$ cat src/rtl/multicycle_control.sv
// multicycle_control
// ------------------
// Multi-cycle control FSM for an RV32I datapath. Sequences fetch, decode,
// execute, memory and writeback, drives the 3-bit ALU operation code, the
// datapath mux selects, the IR/PC/register write enables and the request side
// of a single-port instruction/data memory handshake.
//
// Optional feature macro: MC_CTRL_BRANCH_EN
//   defined     - BRANCH (BEQ/BNE) and JAL states and their decode are built.
//   not defined - branch and JAL opcodes decode to ILLEGAL, DECODE imm_src is I.
//
// Ports:
//   clk        in   clock, all state updates on the rising edge
//   rst        in   synchronous active-high reset
//   instr      in   instruction register contents (valid from DECODE onward)
//   alu_zero   in   ALU result is zero
//   mem_ready  in   memory completes the current request this cycle
//   mem_req    out  memory access request
//   mem_we     out  memory write strobe (qualified by mem_req)
//   adr_src    out  memory address select: 0 = PC, 1 = ALUOut
//   ir_write   out  load IR and OldPC
//   pc_write   out  load PC from the result mux
//   reg_write  out  register-file write to rd
//   alu_src_a  out  00 = PC, 01 = OldPC, 10 = register A
//   alu_src_b  out  00 = register B, 01 = immediate, 10 = constant 4
//   imm_src    out  00 = I, 01 = S, 10 = B, 11 = J
//   result_src out  00 = ALUOut, 01 = memory data register, 10 = live ALU result
//   alu_op     out  ALU operation code
//   illegal    out  sticky unsupported-instruction flag
//   state      out  current FSM state (debug), FETCH = 0
//
// The control outputs are decoded combinationally from the state register so
// that rst forces every output low in the same cycle it is asserted (this is
// what aborts an in-flight memory request) and so that the FETCH write enables
// and the branch decision can follow mem_ready / alu_zero within the cycle.

module multicycle_control (
  input  logic        clk,
  input  logic        rst,
  input  logic [31:0] instr,
  input  logic        alu_zero,
  input  logic        mem_ready,
  output logic        mem_req,
  output logic        mem_we,
  output logic        adr_src,
  output logic        ir_write,
  output logic        pc_write,
  output logic        reg_write,
  output logic [1:0]  alu_src_a,
  output logic [1:0]  alu_src_b,
  output logic [1:0]  imm_src,
  output logic [1:0]  result_src,
  output logic [2:0]  alu_op,
  output logic        illegal,
  output logic [3:0]  state
);

  typedef enum logic [3:0] {
    ST_FETCH     = 4'd0,
    ST_DECODE    = 4'd1,
    ST_EXEC_R    = 4'd2,
    ST_EXEC_I    = 4'd3,
    ST_ALU_WB    = 4'd4,
    ST_MEM_ADDR  = 4'd5,
    ST_MEM_READ  = 4'd6,
    ST_MEM_WB    = 4'd7,
    ST_MEM_WRITE = 4'd8,
    ST_BRANCH    = 4'd9,
    ST_JAL       = 4'd10,
    ST_ILLEGAL   = 4'd11
  } state_t;

  localparam logic [6:0] OP_R     = 7'b0110011;
  localparam logic [6:0] OP_I     = 7'b0010011;
  localparam logic [6:0] OP_LOAD  = 7'b0000011;
  localparam logic [6:0] OP_STORE = 7'b0100011;
`ifdef MC_CTRL_BRANCH_EN
  localparam logic [6:0] OP_BR    = 7'b1100011;
  localparam logic [6:0] OP_JAL   = 7'b1101111;
  localparam logic [1:0] IMM_B    = 2'b10;
  localparam logic [1:0] IMM_J    = 2'b11;
`endif
  localparam logic [1:0] IMM_I    = 2'b00;
  localparam logic [1:0] IMM_S    = 2'b01;

  localparam logic [2:0] ALU_ADD = 3'b000;
  localparam logic [2:0] ALU_SUB = 3'b001;
  localparam logic [2:0] ALU_AND = 3'b010;
  localparam logic [2:0] ALU_OR  = 3'b011;
  localparam logic [2:0] ALU_XOR = 3'b100;
  localparam logic [2:0] ALU_SLL = 3'b101;
  localparam logic [2:0] ALU_SRL = 3'b110;
  localparam logic [2:0] ALU_SRA = 3'b111;

  state_t     state_r;
  logic [6:0] opcode_s;
  logic [2:0] funct3_s;
  logic       f3_bad_s;
  logic       unused_s;

  // funct3 -> ALU op; instr[30] selects SUB only for R-type, SRA for both
  function automatic logic [2:0] alu_dec(input logic [2:0] f3,
                                         input logic       b30,
                                         input logic       is_r);
    logic [2:0] op;
    case (f3)
      3'b000:  op = (is_r && b30) ? ALU_SUB : ALU_ADD;
      3'b001:  op = ALU_SLL;
      3'b100:  op = ALU_XOR;
      3'b101:  op = b30 ? ALU_SRA : ALU_SRL;
      3'b110:  op = ALU_OR;
      3'b111:  op = ALU_AND;
      default: op = ALU_ADD;
    endcase
    return op;
  endfunction

  assign opcode_s = instr[6:0];
  assign funct3_s = instr[14:12];
  // funct3 01x (SLT / SLTU) is an unsupported encoding
  assign f3_bad_s = (funct3_s[2:1] == 2'b01);
  assign unused_s = ^{instr[31], instr[29:15], instr[11:7], alu_zero};

  // State register and next-state sequencing
  always_ff @(posedge clk) begin
    if (rst) begin
      state_r <= ST_FETCH;
    end else begin
      case (state_r)
        ST_FETCH:     if (mem_ready) state_r <= ST_DECODE;
        ST_DECODE: begin
          case (opcode_s)
            OP_R:              state_r <= ST_EXEC_R;
            OP_I:              state_r <= ST_EXEC_I;
            OP_LOAD, OP_STORE: state_r <= ST_MEM_ADDR;
`ifdef MC_CTRL_BRANCH_EN
            OP_BR:             state_r <= ST_BRANCH;
            OP_JAL:            state_r <= ST_JAL;
`endif
            default:           state_r <= ST_ILLEGAL;
          endcase
        end
        ST_EXEC_R,
        ST_EXEC_I:    state_r <= f3_bad_s ? ST_ILLEGAL : ST_ALU_WB;
        ST_ALU_WB:    state_r <= ST_FETCH;
        ST_MEM_ADDR: begin
          if (funct3_s != 3'b010)      state_r <= ST_ILLEGAL;
          else if (opcode_s == OP_LOAD) state_r <= ST_MEM_READ;
          else                          state_r <= ST_MEM_WRITE;
        end
        ST_MEM_READ:  if (mem_ready) state_r <= ST_MEM_WB;
        ST_MEM_WB:    state_r <= ST_FETCH;
        ST_MEM_WRITE: if (mem_ready) state_r <= ST_FETCH;
`ifdef MC_CTRL_BRANCH_EN
        ST_BRANCH:    state_r <= (instr[14:13] != 2'b00) ? ST_ILLEGAL : ST_FETCH;
        ST_JAL:       state_r <= ST_ALU_WB;
`endif
        ST_ILLEGAL:   state_r <= ST_ILLEGAL;
        default:      state_r <= ST_FETCH;
      endcase
    end
  end

  // Control output decode; everything low while rst is asserted
  always_comb begin
    mem_req    = 1'b0;
    mem_we     = 1'b0;
    adr_src    = 1'b0;
    ir_write   = 1'b0;
    pc_write   = 1'b0;
    reg_write  = 1'b0;
    alu_src_a  = 2'b00;
    alu_src_b  = 2'b00;
    imm_src    = IMM_I;
    result_src = 2'b00;
    alu_op     = ALU_ADD;
    illegal    = 1'b0;
    state      = 4'd0;
    if (rst) begin
      state = 4'd0;
    end else begin
      state = state_r;
      case (state_r)
        ST_FETCH: begin
          mem_req    = 1'b1;
          alu_src_b  = 2'b10;
          result_src = 2'b10;
          ir_write   = mem_ready;
          pc_write   = mem_ready;
        end
        ST_DECODE: begin
          alu_src_a = 2'b01;
          alu_src_b = 2'b01;
`ifdef MC_CTRL_BRANCH_EN
          if (opcode_s == OP_BR)       imm_src = IMM_B;
          else if (opcode_s == OP_JAL) imm_src = IMM_J;
          else                         imm_src = IMM_I;
`endif
        end
        ST_EXEC_R: begin
          alu_src_a = 2'b10;
          alu_op    = alu_dec(funct3_s, instr[30], 1'b1);
        end
        ST_EXEC_I: begin
          alu_src_a = 2'b10;
          alu_src_b = 2'b01;
          alu_op    = alu_dec(funct3_s, instr[30], 1'b0);
        end
        ST_ALU_WB:    reg_write = 1'b1;
        ST_MEM_ADDR: begin
          alu_src_a = 2'b10;
          alu_src_b = 2'b01;
          imm_src   = (opcode_s == OP_STORE) ? IMM_S : IMM_I;
        end
        ST_MEM_READ: begin
          mem_req = 1'b1;
          adr_src = 1'b1;
        end
        ST_MEM_WB: begin
          reg_write  = 1'b1;
          result_src = 2'b01;
        end
        ST_MEM_WRITE: begin
          mem_req = 1'b1;
          mem_we  = 1'b1;
          adr_src = 1'b1;
        end
`ifdef MC_CTRL_BRANCH_EN
        ST_BRANCH: begin
          alu_src_a = 2'b10;
          alu_op    = ALU_SUB;
          // instr[12] distinguishes BNE from BEQ; unsupported branches never write PC
          pc_write  = (instr[14:13] == 2'b00) ? (alu_zero ^ instr[12]) : 1'b0;
        end
        ST_JAL: begin
          pc_write  = 1'b1;
          alu_src_a = 2'b01;
          alu_src_b = 2'b10;
        end
`endif
        ST_ILLEGAL:   illegal = 1'b1;
        default:      illegal = 1'b0;
      endcase
    end
  end

endmodule

$ cat config.mk
export PLATFORM = sky130hd
export DESIGN_NAME = multicycle_control
export DESIGN_NICKNAME = d
export VERILOG_FILES = /design/src/rtl/multicycle_control.sv
export SDC_FILE = /design/constraint.sdc
export NUM_CORES = 1
export LEC_CHECK = 0
export BUFFER_PORTS_ARGS = -buffer_cell sky130_fd_sc_hd__buf_2
export CORE_MARGIN = 2
export CORE_UTILIZATION = 30
export DETAILED_ROUTE_END_ITERATION = 12
export PLACE_DENSITY_LB_ADDON = 0.05
export SETUP_SLACK_MARGIN = 0.3
export SYNTH_ARGS = -nofsm -noshare
export SYNTH_HDL_FRONTEND = slang
export SYNTH_SLANG_ARGS = --single-unit
$ cat constraint.sdc
create_clock -name clk -period 1.6 [get_ports clk]
set_input_delay 0.08 -clock clk [delete_from_list [all_inputs] [get_ports clk]]
set_output_delay 0.08 -clock clk [all_outputs]
set_load 0.01 [all_outputs]
==> metrics.cfg <==
[run_status]
status=completed

[logic_synthesis]
ys_warn_count=0
synth_edf_count=0
syn_inst=100
synth_top_area_cell=dfxtp_1
yosysTopAreaCellShare_pct=13.2
syn_area_um2=606
ys_async_sr_fraction_pct=0
synth_common_cells=nor2_1, nand2_1, nor2b_1
synth.distinct_cells=33
synth_nets=136
avgSynthCellArea_um2=6.06
ys_seq_area_share_pct=13.2
ys_dominant_reg_cell=dfxtp_1
synth.area.top_cells=dfxtp_1, nor2_1, nand2_1
yosysMostFrequentCell=nor2_1
ys_seq_elements=4

[place]
port_buffers=34
dp_hpwl_um=1500
dp.cells=159
placed_cell_area_um2=803
place.gp.congestion=0.801

[grt]
grt_max_degree=15
track_usage_pct=18.2
antenna_found_initial=0
grt_pass1_vias=800
grt_pass1_wl_um=3440
grt_overflow_total=0

[clock_tree]
cts_buffer_depth=2
cts_htree_levels=1
root_buffer=clkbuf_4
hold_buffers=0
cts_tree=yes
cts_sinks=4
clk_pin_slew_ps=40
cts-buffers-inserted=3
clk_latency_ps=230

[timing]
post-route-min-period_ps=1390
rsz0062_at_grt=yes
drv_slew=0
finalHoldViolCount=0
finClkSkew_ps=3.88
holdWs_ps=163
setup_violations=0
fin_setup_tns_ps=0
min_period_over_period_pct=87.0
fmaxAchievable_ghz=0.719

[die]
pin_count=58
dieWidth_um=48.9
die-area_um2=2390
num_rows=16
core_um2=1940
die_y_um=48.9
initial_core_util_pct=31.2

[routing]
drt-pass1-iter-count=4
drtIter0Drc=19
wire_per_inst_um=13.7
ant_nets=0
via_count=924
wl_um=2440
drc=0
via_per_inst=5.19

[setup_path]
timing.rr.start=state_r[2]
r2r_cells=6
crit_arrival_ps=1310
start_kind=flip-flop
cp_max_fo=8
cp.required_ps=1520
rr_endpoint=state_r[0]
worstSetupEndpointType=primary output
r2r_setup_slack_ps=300
crit_type=flip-flop to primary output

[layout]
final_cells=178
area_delta_synth_final_pct=86.0
largest_reg_flops=4
fillers=211
regMostFlops=state_r
fin_area_um2=1130
top_regs=state_r x4
diodes=0
layout-drive-gt1-share_pct=58.9
fin_nets=189

[power]
clkPwrFrac_pct=9.0
power_density_nw_per_um2=1220
seq_power_share_pct=16.5
p_int_mw=0.753
switching_share_pct=44.9
p_sw_mw=0.615
leakage_nw=0.540
combPwrFrac_pct=74.5
peakVddDrop_uv=473

[flow_run]
max_cap_viol_count=0

[min_path]
hold_path_end=state_r[3]
min_from=mem_ready
hold_path.class=input port to flip-flop
min_path_cells=3

-- power by group through the flow --
stage / combinational [mW] / clock [mW] / sequential (mW)
final: 1.02 / 0.123 / 0.226
after global routing: 1.09 / 0.132 / 0.232
after CTS: 0.824 / 0.127 / 0.229
after detailed placement: 0.570 / 0 / 0.228
after global placement: 0.572 / 0 / 0.230
after floorplan: 0.438 / 0 / 0.154
-- cell families after synthesis --
| group | count (synthesis) | share of synthesized area, % |
|---|---|---|
| simple gates | 62 | 52.3 |
| compound gates | 21 | 22.5 |
| buf+inv | 11 | 9.71 |
| flops | 4 | 13.2 |
| mux | 1 | 1.65 |
| other cells | 1 | 0.619 |
-- critical path: stages (launching register included) --
cell      delay [ps]
dfxtp_4          370
buf_4            170
buf_4            150
a211oi_2         220
buf_2            170
-- per-layer routing --
| layer | global-route usage [%] | wire, um |
|---|---|---|
| met5 | 0 | 0 |
| met3 | 1.84 | 97 |
| met2 | 30.6 | 1250 |
| met4 | 7.62 | 35 |
| met1 | 23.6 | 1060 |
-- area by class of cell --
class                      instances  area (um^2)  area share, %
tap                               27         33.8           3.00
inverter                           4         20.0           1.78
multi-input combinational         85          583           51.8
sequential                         4         95.1           8.44
clock buffer                       3         22.5           2.00
timing repair buffer              55          372           33.0
-- worst max-delay path by stage --
stage | start | endpoint | slack [ps] | depth (start not counted)
final | state_r[1] | alu_src_b[0] | 210 | 4
after global routing | state_r[3] | mem_req | 150 | 6
after CTS | state_r[1] | alu_op[0] | 230 | 5
after detailed placement | state_r[0] | state_r[0] | 140 | 4
after global placement | state_r[1] | alu_op[2] | 130 | 4
after floorplan | state_r[3] | pc_write | 330 | 5
-- cells in the final DEF (no fill, tap or decap), types with 3 or more instances in the layout --
cell type | netlist | routed
o21ai_1 | 3 | 3
and3_1 | 5 | 4
buf_4 | 4 | 15
nand2b_1 | 5 | 4
a211oi_2 | 0 | 3
nand2_1 | 11 | 8
nor2_1 | 16 | 15
clkbuf_4 | 0 | 3
nand3_1 | 3 | 3
buf_2 | 2 | 32
dfxtp_4 | 0 | 4
buf_6 | 0 | 7
a21oi_1 | 5 | 3
-- timing repair --
item	in CTS	in global routing
pin swaps	5	7
gates resized for setup	27	19
setup endpoints to repair	22	16
buffers inserted	10	6
gates cloned	0	0
-- through the flow --
step	utilization (%)	setup slack (ps)	power, mW
floorplan	-	326	0.591
global placement	41.4	126	0.801
detailed placement	41.4	139	0.798
CTS	51.7	234	1.18
global route	58.0	150	1.45
finish	58.0	208	1.37
Note: power is estimated with default switching activity, not from simulation.
